File: src/rtl/syscall_handler.sv
// Console syscall service unit: print_char, print_string, exit, optional print_int.
// Define SYSCALL_PRINT_INT_EN to enable code 1 (print_int as 8 uppercase hex digits).
module syscall_handler (
    input  logic        clk,
    input  logic        rst,
    input  logic        syscall,
    input  logic [31:0] v0,
    input  logic [31:0] a0,
    output logic        mem_rd,
    output logic [31:0] mem_addr,
    input  logic [31:0] mem_rdata,
    output logic        out_valid,
    output logic [7:0]  out_data,
    input  logic        out_ready,
    output logic        stall,
    output logic        done,
    output logic        halt,
    output logic        err
);

    localparam logic [31:0] CodePrintInt    = 32'd1;
    localparam logic [31:0] CodePrintString = 32'd4;
    localparam logic [31:0] CodeExit        = 32'd10;
    localparam logic [31:0] CodePrintChar   = 32'd11;
    localparam logic [7:0]  MaxStrBytes     = 8'd255;

    typedef enum logic [2:0] {
        StIdle,
        StFetch,
        StWait,
        StEmit,
`ifdef SYSCALL_PRINT_INT_EN
        StHex,
`endif
        StDone,
        StHalt
    } state_e;

    state_e      state_q, state_d;
    logic [31:0] code_q, code_d;
    logic [31:0] ptr_q, ptr_d;
    logic [7:0]  cnt_q, cnt_d;
    logic [7:0]  byte_q, byte_d;
    logic        err_q, err_d;
    logic [7:0]  rd_byte;

`ifdef SYSCALL_PRINT_INT_EN
    logic [2:0]  nib_q, nib_d;
    logic [3:0]  hex_nib;
    logic [31:0] hex_shifted;
`endif

    always_ff @(posedge clk or posedge rst) begin
        if (rst) begin
            state_q <= StIdle;
            code_q  <= '0;
            ptr_q   <= '0;
            cnt_q   <= '0;
            byte_q  <= '0;
            err_q   <= 1'b0;
`ifdef SYSCALL_PRINT_INT_EN
            nib_q   <= '0;
`endif
        end else begin
            state_q <= state_d;
            code_q  <= code_d;
            ptr_q   <= ptr_d;
            cnt_q   <= cnt_d;
            byte_q  <= byte_d;
            err_q   <= err_d;
`ifdef SYSCALL_PRINT_INT_EN
            nib_q   <= nib_d;
`endif
        end
    end

    // Little-endian byte lane selected by the low pointer bits.
    always_comb begin
        case (ptr_q[1:0])
            2'd0:    rd_byte = mem_rdata[7:0];
            2'd1:    rd_byte = mem_rdata[15:8];
            2'd2:    rd_byte = mem_rdata[23:16];
            default: rd_byte = mem_rdata[31:24];
        endcase
    end

`ifdef SYSCALL_PRINT_INT_EN
    // ~nib_q == 7 - nib_q, so digit 0 is the most significant nibble.
    always_comb begin
        hex_shifted = ptr_q >> {~nib_q, 2'b00};
        hex_nib     = hex_shifted[3:0];
    end
`endif

    always_comb begin
        state_d   = state_q;
        code_d    = code_q;
        ptr_d     = ptr_q;
        cnt_d     = cnt_q;
        byte_d    = byte_q;
        err_d     = err_q;
`ifdef SYSCALL_PRINT_INT_EN
        nib_d     = nib_q;
`endif
        mem_rd    = 1'b0;
        out_valid = 1'b0;
        stall     = 1'b0;
        done      = 1'b0;
        err       = 1'b0;
        halt      = 1'b0;

        unique case (state_q)
            StIdle: begin
                stall = syscall & ~rst;
                if (syscall) begin
                    code_d = v0;
                    ptr_d  = a0;
                    cnt_d  = '0;
                    err_d  = 1'b0;
`ifdef SYSCALL_PRINT_INT_EN
                    nib_d  = '0;
`endif
                    if (v0 == CodePrintChar) begin
                        byte_d  = a0[7:0];
                        state_d = StEmit;
                    end else if (v0 == CodePrintString) begin
                        state_d = StFetch;
                    end else if (v0 == CodeExit) begin
                        state_d = StHalt;
`ifdef SYSCALL_PRINT_INT_EN
                    end else if (v0 == CodePrintInt) begin
                        state_d = StHex;
`endif
                    end else begin
                        err_d   = 1'b1;
                        state_d = StDone;
                    end
                end
            end
            StFetch: begin
                stall   = 1'b1;
                mem_rd  = 1'b1;
                state_d = StWait;
            end
            StWait: begin
                stall = 1'b1;
                if (rd_byte == 8'h00) begin
                    state_d = StDone;
                end else begin
                    byte_d  = rd_byte;
                    state_d = StEmit;
                end
            end
            StEmit: begin
                stall     = 1'b1;
                out_valid = 1'b1;
                if (out_ready) begin
                    if (code_q == CodePrintString) begin
                        ptr_d = ptr_q + 32'd1;
                        cnt_d = cnt_q + 8'd1;
                        // Truncate after the 255th byte; the counter never wraps.
                        if (cnt_d == MaxStrBytes) begin
                            err_d   = 1'b1;
                            state_d = StDone;
                        end else begin
                            state_d = StFetch;
                        end
`ifdef SYSCALL_PRINT_INT_EN
                    end else if (code_q == CodePrintInt) begin
                        if (nib_q == 3'd7) begin
                            state_d = StDone;
                        end else begin
                            nib_d   = nib_q + 3'd1;
                            state_d = StHex;
                        end
`endif
                    end else begin
                        state_d = StDone;
                    end
                end
            end
`ifdef SYSCALL_PRINT_INT_EN
            StHex: begin
                stall   = 1'b1;
                byte_d  = (hex_nib < 4'd10) ? (8'h30 + {4'h0, hex_nib})
                                            : (8'h37 + {4'h0, hex_nib});
                state_d = StEmit;
            end
`endif
            StDone: begin
                done    = 1'b1;
                err     = err_q;
                state_d = StIdle;
            end
            StHalt: begin
                stall = 1'b1;
                halt  = 1'b1;
            end
            default: state_d = StIdle;
        endcase
    end

    assign mem_addr = {ptr_q[31:2], 2'b00};
    assign out_data = byte_q;

endmodule

File: config.mk
export PLATFORM = sky130hd
export DESIGN_NAME = syscall_handler
export DESIGN_NICKNAME = d
export VERILOG_FILES = /design/src/rtl/syscall_handler.sv
export SDC_FILE = /design/constraint.sdc
export NUM_CORES = 1
export LEC_CHECK = 0
export BUFFER_PORTS_ARGS = -buffer_cell sky130_fd_sc_hd__buf_2
export CORE_MARGIN = 1.5
export CORE_UTILIZATION = 45
export CTS_BUF_LIST = sky130_fd_sc_hd__clkbuf_16
export CTS_CLUSTER_SIZE = 16
export DETAILED_ROUTE_END_ITERATION = 16
export PLACE_DENSITY_LB_ADDON = 0.15
export SETUP_SLACK_MARGIN = 0.5
export SLEW_MARGIN = 30
export SYNTH_ARGS = -nofsm -noshare
export SYNTH_HDL_FRONTEND = slang
export SYNTH_SLANG_ARGS = --single-unit
File: constraint.sdc
create_clock -name clk -period 7.47 [get_ports clk]
set_input_delay 1.8675 -clock clk [delete_from_list [all_inputs] [get_ports clk]]
set_output_delay 1.8675 -clock clk [all_outputs]
set_load 0.05 [all_outputs]
==> flow_metrics.py <==
metrics = {
    "status": {
        "status": "completed",
    },
    "clock_network": {
        "cts_setup_buffers": 0,
        "cts-root-buf": "clkbuf_16",
        "clk_latency_ps": 340,
        "cts_max_level": 3,
        "numCtsBuffers": 9,
        "cts.sinks": 84,
        "cts_tree": "built",
        "cts_resized": 0,
        "path_clk_slew_ps": 60,
        "cts_hold_buf": 0,
        "clk_path_buf_depth": 2,
    },
    "power": {
        "swShare_pct": 45.1,
        "power_density_nw_per_um2": 428,
        "pwr-share-seq_pct": 33.6,
        "p_clk_share_pct": 20.4,
        "p_leak_nw": 2.53,
        "ir_worst_vdd_uv": 228,
        "p_sw_w": 0.00113,
        "p_int_w": 0.00138,
        "combPwrFrac_pct": 46.0,
        "total_power_w": 0.00252,
    },
    "logic_synthesis": {
        "ys_seq_area_share_pct": 42.3,
        "ys_seq_elements": 84,
        "ys_warn_count": 0,
        "syn-cell-area_um2": 4970,
        "synth_cell_types": 58,
        "yosysTopAreaCellShare_pct": 42.3,
        "synth.avg_cell_area_um2": 9.26,
        "synth_area_leaders": "dfrtp_1, mux2_2, buf_4",
        "synth_edf_count": 0,
        "ys.flop_type": "dfrtp_1",
        "synth_cells": 537,
        "yosys.area.top_type": "dfrtp_1",
        "async_flop_share_pct": 100,
    },
    "global_route": {
        "antenna_found_initial": 0,
        "grt_max_degree": 71,
        "grt_pass1_vias": 4181,
        "track_usage_pct": 22.7,
        "grt_pass1_wl_um": 20900,
        "grt-ovfl-total": 0,
    },
    "detailed_routing": {
        "first_iter_violations": 405,
        "dr.pass1.iters": 5,
        "routed_wirelength_um": 12900,
        "wl_per_cell_um": 16.6,
        "antenna_left": 0,
        "vias": 4529,
        "route.detailed.drc": 0,
        "via_per_inst": 5.82,
    },
    "worst_hold_path": {
        "min_from": "cnt_q[7]",
        "min_to": "cnt_q[7]",
        "whs_path_depth": 1,
        "hold_class": "register to register",
    },
    "critical_path": {
        "path_cells": "buf_2 > clkinv_2 > a21oi_1 > o21ai_0 > buf_2",
        "endpoint_kind": "output port",
        "path_class": "input port to output port",
        "r2r_slack_ps": 4560,
        "cp.arrival_ps": 2980,
        "r2r-start": "state_q[1]",
        "start_kind": "input port",
        "reg2reg_to": "cnt_q[5]",
        "crit_fanout": 27,
        "cp.required_ps": 5600,
        "max_stage_delay_ps": 410,
        "reg2regPathDepth": 5,
        "slowest_stage": "clkinv_2",
        "cp_common_cell": "buf_2",
    },
    "floorplanning": {
        "core_area_um2": 10800,
        "start_util_pct": 46.1,
        "die_area_um2": 11700,
        "dieHeight_um": 108,
        "rows": 38,
        "io_pins": 146,
        "fp.dieW_um": 108,
    },
    "job": {
        "maxCapViolCount": 0,
    },
    "sta": {
        "tns_ps": 0,
        "rsz0062_at_grt": "false",
        "fin_crit_sh_pct": 64.8,
        "period_needed_ps": 4840,
        "slew_headroom_pct": 42.4,
        "clock_skew_ps": 6.74,
        "setup_viol": 0,
        "tightestPinTransition_ps": 864,
        "hold_viol_final": 0,
        "clock.fmax_mhz": 206,
        "maxSlewViolCount": 0,
    },
    "finish": {
        "drive_above_1_share_pct": 33.5,
        "final_core_util_pct": 54.5,
        "mostFrequentLayoutCells": "buf_2, dfrtp_1, a21oi_1",
        "n_antenna_cell": 0,
        "synthToLayoutAreaGrowth_pct": 18.2,
        "final_nets": 739,
        "fillers": 1008,
        "layout_commonest_cell": "buf_2",
    },
    "placed_design": {
        "gp_congestion": 0.803,
        "hpwl_um": 9120,
        "portBuffers": 143,
    },
}
## synth_stat cells (3+ instances only)
cell       count
and3_1         8
o21ai_0       43
nand4_1       14
o221a_2        6
nor4_1        16
buf_2          5
nor2_1        28
a211oi_1       3
a21oi_1       52
nand2b_1       6
and2_1         4
o31ai_1        4
mux2_2        32
nor2b_1        4
nand3_1       25
o22ai_1       14
a2bb2oi_1     20
nor3_1         6
inv_1          7
ha_1           6
and4_1         5
clkbuf_1      17
nand2_1       41
a22oi_1        6
dfrtp_1       84
buf_4         37
## final cells by class
type,instances,area [µm²],share of cell area [%]
Multi-Input combinational cell,381,2450,41.7
Sequential cell,84,2100,35.8
Timing Repair Buffer,148,773,13.2
Clock buffer,9,225,3.83
Tap cell,140,175,2.98
Clock inverter,7,115,1.96
Inverter,9,37.5,0.639
## worst max path at each step
stage	startpoint	to	slack, ps	depth (start not counted)
3_5_place_dp	rst	stall	2570	5
4_1_cts	rst	stall	2580	5
3_3_place_gp	rst	stall	2580	5
2_1_floorplan	rst	stall	640	3
5_1_grt	rst	stall	2470	5
6_report	rst	stall	2630	5
## flip-flops by register name, indices dropped and copies added, names as in the netlist
| name | count |
|---|---|
| cnt_q | 8 |
| code_q | 32 |
| err_q | 1 |
| out_data | 8 |
| ptr_q | 32 |
| state_q | 3 |
## layer usage
metal	vias to the layer above	GRT usage, %	wire, µm
met5	-	0	0
met4	0	8.55	172
met3	12	3.38	655
met2	129	36.6	6130
met1	2215	30.9	5970
li1	2173	-	-
## per-stage QoR
step	instances	area [µm²]	setup WS, ps	hold slack [ps]
floorplan	538	4980	638	466
global route	778	5880	2470	516
finish	778	5880	2630	502
CTS	777	5840	2580	504
global placement	761	5500	2580	484
detailed placement	761	5500	2570	488
## worst max-delay path: cells and delay by family
| kind | cells | cell delay [ps] |
|---|---|---|
| compound gates | 2 | 380 |
| buf+inv | 3 | 720 |
## power by group through the flow
stage / Clock, W / Sequential [W] / Combinational [W]
2_1_floorplan: 0 / 0.000863 / 0.000980
5_1_grt: 0.000539 / 0.000880 / 0.00124
3_3_place_gp: 0 / 0.000841 / 0.00113
3_5_place_dp: 0 / 0.000849 / 0.00114
6_report: 0.000513 / 0.000845 / 0.00116
4_1_cts: 0.000524 / 0.000843 / 0.00114
## cells by family (layout without fill, tap and decap cells)
logic type,Yosys count,count (layout),share of synthesized area (%)
muxes,32,32,7.25
adders and majority gates,6,6,1.51
AOI/OAI and AO/OA,169,169,21.9
xor gates and xnor gates,1,1,0.176
buffers and inverters,73,173,8.81
other,1,2,0.0754
and+or+nand+nor,171,171,18.0
DFF,84,84,42.3
(Power assumes the default switching activity.)
